$ cat src/rtl/ocram_stream_reader.sv
// Avalon-MM read master that streams a block of OCRAM words out as an Avalon-ST packet.
// Optional running checksum output is enabled by defining OCRAM_STREAM_READER_CSUM_EN.
module ocram_stream_reader #(
    parameter int ADDR_W     = 13,
    parameter int DATA_W     = 16,
    parameter int LEN_W      = 14,
    parameter int FIFO_DEPTH = 4
) (
    input  logic              clk,
    input  logic              reset,
    input  logic              start,
    input  logic [ADDR_W-1:0] base_addr,
    input  logic [LEN_W-1:0]  length,
    output logic              busy,
    output logic              done,
    output logic [ADDR_W-1:0] mem_address,
    output logic              mem_chipselect,
    output logic              mem_write,
    output logic [1:0]        mem_byteenable,
    output logic              mem_clken,
    input  logic [DATA_W-1:0] mem_readdata,
    output logic [DATA_W-1:0] out_data,
    output logic              out_valid,
    input  logic              out_ready,
    output logic              out_sop,
    output logic              out_eop
`ifdef OCRAM_STREAM_READER_CSUM_EN
    ,
    output logic [DATA_W-1:0] csum
`endif
);
    localparam int PTR_W = $clog2(FIFO_DEPTH);
    localparam logic [PTR_W:0] DEPTH_C = (PTR_W + 1)'(FIFO_DEPTH);

    typedef enum logic [1:0] {IDLE, RUN, DRAIN} state_t;

    // Stream handshake: a word moves on out_valid && out_ready; while out_valid is
    // high and out_ready low, out_data/out_sop/out_eop hold their values.
    state_t            state;
    logic [ADDR_W-1:0] base_q;
    logic [LEN_W-1:0]  len_q;
    logic [LEN_W-1:0]  issued;
    logic [LEN_W-1:0]  emitted;
    logic              inflight;
    logic [DATA_W-1:0] fifo_mem [FIFO_DEPTH];
    logic [PTR_W-1:0]  wr_ptr;
    logic [PTR_W-1:0]  rd_ptr;
    logic [PTR_W:0]    fifo_count;
    logic              issue;
    logic              push;
    logic              pop;

    // A read is only issued when the FIFO has room for it plus any word still in flight.
    assign issue = (state == RUN) && (issued < len_q) &&
                   ((fifo_count + {{PTR_W{1'b0}}, inflight}) < DEPTH_C);
    assign push  = inflight;
    assign pop   = out_valid && out_ready;

    assign mem_chipselect = issue;
    assign mem_address    = base_q + issued[ADDR_W-1:0];
    assign mem_write      = 1'b0;
    assign mem_byteenable = 2'b11;
    assign mem_clken      = 1'b1;

    assign out_valid = (fifo_count != '0);
    assign out_data  = out_valid ? fifo_mem[rd_ptr] : '0;
    assign out_sop   = out_valid && (emitted == '0);
    assign out_eop   = out_valid && (emitted == len_q - 1'b1);

    always_ff @(posedge clk) begin
        if (push) begin
            fifo_mem[wr_ptr] <= mem_readdata;
        end
    end

    always_ff @(posedge clk) begin
        if (reset) begin
            state      <= IDLE;
            busy       <= 1'b0;
            done       <= 1'b0;
            base_q     <= '0;
            len_q      <= '0;
            issued     <= '0;
            emitted    <= '0;
            inflight   <= 1'b0;
            wr_ptr     <= '0;
            rd_ptr     <= '0;
            fifo_count <= '0;
        end else begin
            done     <= 1'b0;
            inflight <= issue;
            if (issue) begin
                issued <= issued + 1'b1;
            end
            if (push) begin
                wr_ptr <= wr_ptr + 1'b1;
            end
            if (pop) begin
                rd_ptr  <= rd_ptr + 1'b1;
                emitted <= emitted + 1'b1;
            end
            case ({push, pop})
                2'b10:   fifo_count <= fifo_count + 1'b1;
                2'b01:   fifo_count <= fifo_count - 1'b1;
                default: ;
            endcase

            case (state)
                IDLE: begin
                    if (start) begin
                        if (length != '0) begin
                            base_q  <= base_addr;
                            len_q   <= length;
                            issued  <= '0;
                            emitted <= '0;
                            busy    <= 1'b1;
                            state   <= RUN;
                        end else begin
                            done <= 1'b1;
                        end
                    end
                end
                RUN: begin
                    if (issued == len_q) begin
                        state <= DRAIN;
                    end
                end
                DRAIN: begin
                    // The last handshake leaves the FIFO empty with nothing in flight.
                    if (pop && (emitted == len_q - 1'b1)) begin
                        state <= IDLE;
                        busy  <= 1'b0;
                        done  <= 1'b1;
                    end
                end
                default: state <= IDLE;
            endcase
        end
    end

`ifdef OCRAM_STREAM_READER_CSUM_EN
    always_ff @(posedge clk) begin
        if (reset) begin
            csum <= '0;
        end else if ((state == IDLE) && start) begin
            csum <= '0;
        end else if (pop) begin
            csum <= csum + out_data;
        end
    end
`endif

endmodule
$ cat config.mk
export PLATFORM = sky130hd
export DESIGN_NAME = ocram_stream_reader
export DESIGN_NICKNAME = d
export VERILOG_FILES = /design/src/rtl/ocram_stream_reader.sv
export SDC_FILE = /design/constraint.sdc
export NUM_CORES = 1
export LEC_CHECK = 0
export CORE_MARGIN = 2
export CORE_UTILIZATION = 62
export CTS_BUF_LIST = sky130_fd_sc_hd__clkbuf_8
export DETAILED_ROUTE_END_ITERATION = 7
export PLACE_DENSITY = 0.88
export SYNTH_ARGS = -nofsm -noshare
export SYNTH_HDL_FRONTEND = slang
export SYNTH_SLANG_ARGS = --single-unit
$ cat constraint.sdc
create_clock -name clk -period 5.8 [get_ports clk]
set_input_delay 0.58 -clock clk [delete_from_list [all_inputs] [get_ports clk]]
set_output_delay 0.58 -clock clk [all_outputs]
set_load 0.1 [all_outputs]
# Yosys cells after proc, flatten, opt, wreduce, memory -nomap -nowiden
# Memories as Yosys holds them, arrays and structs flattened. A register that Yosys moved wholly into a read port is not among the register bits.
# Index checks and enable logic that the tools add are counted.
# classes
n_addsub,9
n_lt_le_gt_ge,2
eq_ne,10
mux,27
n_reduce_logical,15
# op_table
cell,count
$mux W14,8
$add A14 B1 Y14 const B,2
$eq A14 B14 Y1,2
$mux W16,1
$logic_not A14 Y1,1
$lt A14 B14 Y1,1
$reduce_bool A14 Y1,1
$sub A14 B1 Y14 const B,1
$add A13 B13 Y13,1
$mux W2,6
$mux W1,8
$reduce_and A4 Y1,2
$logic_and A1 B1 Y1,6
$ne A2 B2 Y1 const B,3
$pmux W2 S3,1
$pmux W3 S2,1
$add A2 B1 Y2 const B,2
$eq A2 B1 Y1 const B,2
$eq A2 B2 Y1 const B,2
$pmux W1 S2,2
$reduce_bool A2 Y1,2
$add A3 B1 Y3,1
$add A3 B1 Y3 const B,1
$lt A3 B3 Y1 const B,1
other kinds (5),5
# word_totals
register_bits,67
mem_bits_rw,64
elab_cells,75
memories,1
# memory_table
memory,depth,word_bits,read_ports,rd_ports_with_merged_regs,write_ports,line,rtl
fifo_mem,4,16,1,1,1,45,logic [DATA_W-1:0] fifo_mem [FIFO_DEPTH];

# Logic depth before layout (Yosys ltp)
# depth
depth_word,7
ltp_mapped,13
mapped_depth_nobuf,10

# Worst setup path after synthesis
# Ideal clock, no wire load.
# synth_path
path_kind,reg2out
startpoint,reg emitted[0]
endpoint,out out_sop
t_arrival_ns,3.793
required_time_ns,5.220
path_slack_ns,1.427
stages_incl_launch_ff,7
cell_sequence,dfxtp_1 > clkbuf_1 > inv_1 > ha_1 > nor4b_1 > nand4_1 > nor4_1
# synth_between
elab_chain_len,2
# synth_lines
item,line,rtl
"start, declared",43,logic [LEN_W-1:0] emitted;
"start signal, assigned",100,emitted <= emitted + 1'b1;
$logic_not A14 Y1,67,assign out_sop = out_valid && (emitted == '0);
$logic_and A1 B1 Y1,67,
"end, declared",25,"output logic out_sop,"
# No other way between the ends.

# Worst setup path after layout
# layout_path
startpoint,reg issued[0]
endpoint,out mem_address[12]
# layout_between
elab_chain_len,1
# layout_lines
item,line,rtl
"start, declared",42,logic [LEN_W-1:0] issued;
"start signal, assigned",93,issued <= issued + 1'b1;
$add A13 B13 Y13,60,assign mem_address = base_q + issued[ADDR_W-1:0];
"end, declared",16,"output logic [ADDR_W-1:0] mem_address,"
# No other way between the ends.

==> impl_metrics.env <==
export IMPL_tns_ps=0
export IMPL_ys_flop_type="dfxtp_1"
export IMPL_vias=5068
export IMPL_synth_top_cell_by_area="edfxtp_1"
export IMPL_cts_resized=0
export IMPL_cpMostUsedCell="a21oi_1"
export IMPL_synthDistinctLibCells=62
export IMPL_cts_max_level=4
export IMPL_place_hpwl_um=10700
export IMPL_cts_tree="done"
export IMPL_cp_start_kind="register"
export IMPL_worstHoldStart="base_q[8]$_SDFFE_PP0P_"
export IMPL_critPathKind="reg -> out"
export IMPL_rsz0062_at_grt="false"
export IMPL_synth_area_leaders="edfxtp_1, dfxtp_1, ha_1, mux4_2, nor2_1"
export IMPL_arrival_ps=4060
export IMPL_clock_fmax_mhz=216
export IMPL_drv_slew=0
export IMPL_cts_setup_buffers=0
export IMPL_crit_path_max_fanout=5
export IMPL_power_density_nw_per_um2=350
export IMPL_critical_path_slowest_cell="clkdlybuf4s50_1"
export IMPL_cts_sinks=133
export IMPL_cp_startpoint="issued[0]$_SDFF_PP0_"
export IMPL_reg2reg_slack_ps=2930
export IMPL_insertion_delay_ps=430
export IMPL_viasPerCell=6.01
export IMPL_reg2reg_from="len_q[3]$_SDFFE_PP0P_"
export IMPL_synthesis_area_um2=6820
export IMPL_holdBufCountCts=0
export IMPL_p_leak_nw=3.01
export IMPL_grt_max_degree=44
export IMPL_portBuffers=81
export IMPL_clock_root_buffer="clkbuf_8"
export IMPL_yosysSeqAreaShare_pct=48.5
export IMPL_wl_per_cell_um=17.7
export IMPL_hold_viol=0
export IMPL_coreArea_um2=10800
export IMPL_drt_total_wl_um=14900
export IMPL_first_pass_iters=5
export IMPL_drive_gt1_share_pct=8.68
export IMPL_gr_usage_all_layers_pct=26.9
export IMPL_timing_critical_path_required_ps=5220
export IMPL_synth_edf_count=64
export IMPL_synth_common_cells="nor2_1, dfxtp_1, edfxtp_1"
export IMPL_overflow=0
export IMPL_final_area_um2=8080
export IMPL_die_area_um2=11800
export IMPL_grt_pass1_wl_um=24300
export IMPL_skew_ps=12.0
export IMPL_grt_pass1_vias=5113
export IMPL_vdd_ir_drop_worst_mv=0.297
export IMPL_hp_class="reg -> reg"
export IMPL_antenna_left=0
export IMPL_status="finished clean"
export IMPL_yosysWarningCount=0
export IMPL_timing_final_crit_share_pct=79.9
export IMPL_area_growth_pct=18.5
export IMPL_place_ws_ps=1650
export IMPL_tightest_slew_ps=1050
export IMPL_clockBufferDepth=2
export IMPL_fin_ws_ps=1160
export IMPL_r2r_end="issued[6]$_SDFF_PP0_"
export IMPL_cts_made_buffers=17
export IMPL_finalSetupViolations=0
export IMPL_synthCells=621
export IMPL_drc=0
export IMPL_place_gp_congestion=0.927
export IMPL_slowest_delay_ps=1150
export IMPL_diodes=0
export IMPL_finalNetCount=774
export IMPL_antenna_found_initial=0
export IMPL_synthArstFlopShare_pct=0
export IMPL_end_kind="output pin"
export IMPL_chipHeight_um=109
export IMPL_finalCriticalPeriod_ps=4640
export IMPL_max_slew_margin_pct=29.9
export IMPL_maxCapViolations=0
export IMPL_holdPathStages=2
export IMPL_min_to="base_q[8]$_SDFFE_PP0P_"
export IMPL_clkSlewWorstSetupHoldPaths_ps=70
export IMPL_first_iter_violations=416
export IMPL_boundaryPins=86
export IMPL_avgSynthCellArea_um2=11.0
export IMPL_die_w_um=109
export IMPL_num_rows=38
export IMPL_start_util_pct=63.2
export IMPL_ys_seq_elements=133
export IMPL_worstRegToRegCells=9
export IMPL_crit_chain="ha_1 -> inv_1 -> fa_1 -> nor2b_1 -> o31a_1 -> o211ai_1 -> a21oi_1 -> a2111oi_1 -> a21oi_1 -> xnor2_1 -> clkdlybuf4s50_1"
export IMPL_dpl_cell_area_um2=7660
export IMPL_netlist_area_leader_share_pct=28.2
export IMPL_yosysMostFrequentCell="nor2_1"
[cell usage in the layout (no fill, tap or decap), types with 4 or more instances in the layout]
| cell type | Yosys | final |
|---|---|---|
| clkdlybuf4s50_1 | 0 | 81 |
| nor2_1 | 76 | 76 |
| dfxtp_1 | 69 | 69 |
| edfxtp_1 | 64 | 64 |
| ha_1 | 35 | 35 |
| inv_1 | 31 | 32 |
| mux2i_1 | 28 | 28 |
| a21oi_1 | 27 | 27 |
| xnor2_1 | 27 | 27 |
| and2_1 | 24 | 24 |
| xor2_1 | 21 | 21 |
| nand2_1 | 19 | 19 |
| nand3_1 | 18 | 17 |
| nand4_1 | 17 | 17 |
| clkbuf_8 | 0 | 17 |
| mux4_2 | 16 | 16 |
| nor4_1 | 9 | 9 |
| and3_1 | 7 | 7 |
| o31ai_1 | 7 | 7 |
| or3_1 | 6 | 6 |
| nand2b_1 | 6 | 6 |
| or4_1 | 6 | 6 |
| o21a_1 | 5 | 5 |
| a21o_1 | 5 | 5 |
| nor3_1 | 5 | 5 |
| o21ai_0 | 5 | 5 |
| nor2b_1 | 4 | 4 |
| conb_1 | 2 | 4 |
[where the power goes]
group | internal [mW] | switching (mW) | leakage [nW]
Sequential | 1.02 | 0.0670 | 1.14
Combinational | 0.291 | 0.646 | 1.66
Clock | 0.428 | 0.371 | 0.203
[critical path, delay by kind of cell, from the launching register on]
kind | cells | cell delay (ps)
buf+inv | 2 | 1220
compound gates | 5 | 1360
simple gates | 1 | 80
fa+ha+maj | 2 | 430
xor+xnor | 1 | 180
flops | 1 | 370
[layout make-up]
cell class                 count  area, um2
clock buffer                  17        234
clock inverter                15        180
fill                         733       2720
inverter                      31        116
multi-input combinational    423       3230
sequential                   133       3300
tap                          140        175
timing repair buffer          84        833
[per-stage QoR]
| step | hold WS [ps] | power [mW] | instances | util [%] |
|---|---|---|---|---|
| CTS | 515 | 2.84 | 843 | 74.8 |
| finish | 506 | 2.83 | 843 | 74.8 |
| global placement | 462 | 2.02 | 811 | 71.0 |
| detailed placement | 495 | 2.05 | 811 | 71.0 |
| global route | 547 | 2.94 | 843 | 74.8 |
| floorplan | 470 | 1.83 | 623 | - |
[per-layer routing]
metal  vias to the layer above  share of wire, %  track usage, %
li1                       2373                 -               -
met1                      2465                40            30.5
met3                        40               4.9            6.16
met2                       190                53            49.4
met4                         0               2.8            9.89
met5                         -                 0               0
[registers in the layout (all words and copies together) (netlist names), named ones only]
name	cells
fifo_count	3
emitted	14
rd_ptr	2
busy	1
issued	14
base_q	13
len_q	14
state	2
done	1
fifo_mem	64
wr_ptr	2
inflight	1
[cells by family (layout without fill, tap and decap cells)]
logic type	count (synthesis)	count (layout)	synth area share (%)
compound gates	77	77	7.80
xor+xnor	48	48	6.17
fa+ha+maj	37	37	7.01
buf+inv	67	147	4.30
flops	133	133	48.5
mux	44	44	9.40
other cells	2	4	0.110
simple gates	213	213	16.8
[how the worst max path moves through the flow]
stage / end / slack [ps]
2_1_floorplan: out_sop / 1430
3_3_place_gp: mem_address[12] / 1700
3_5_place_dp: mem_address[12] / 1650
4_1_cts: mem_address[12] / 1170
5_1_grt: mem_address[12] / 900
6_report: mem_address[12] / 1160
(Power assumes the default switching activity.)
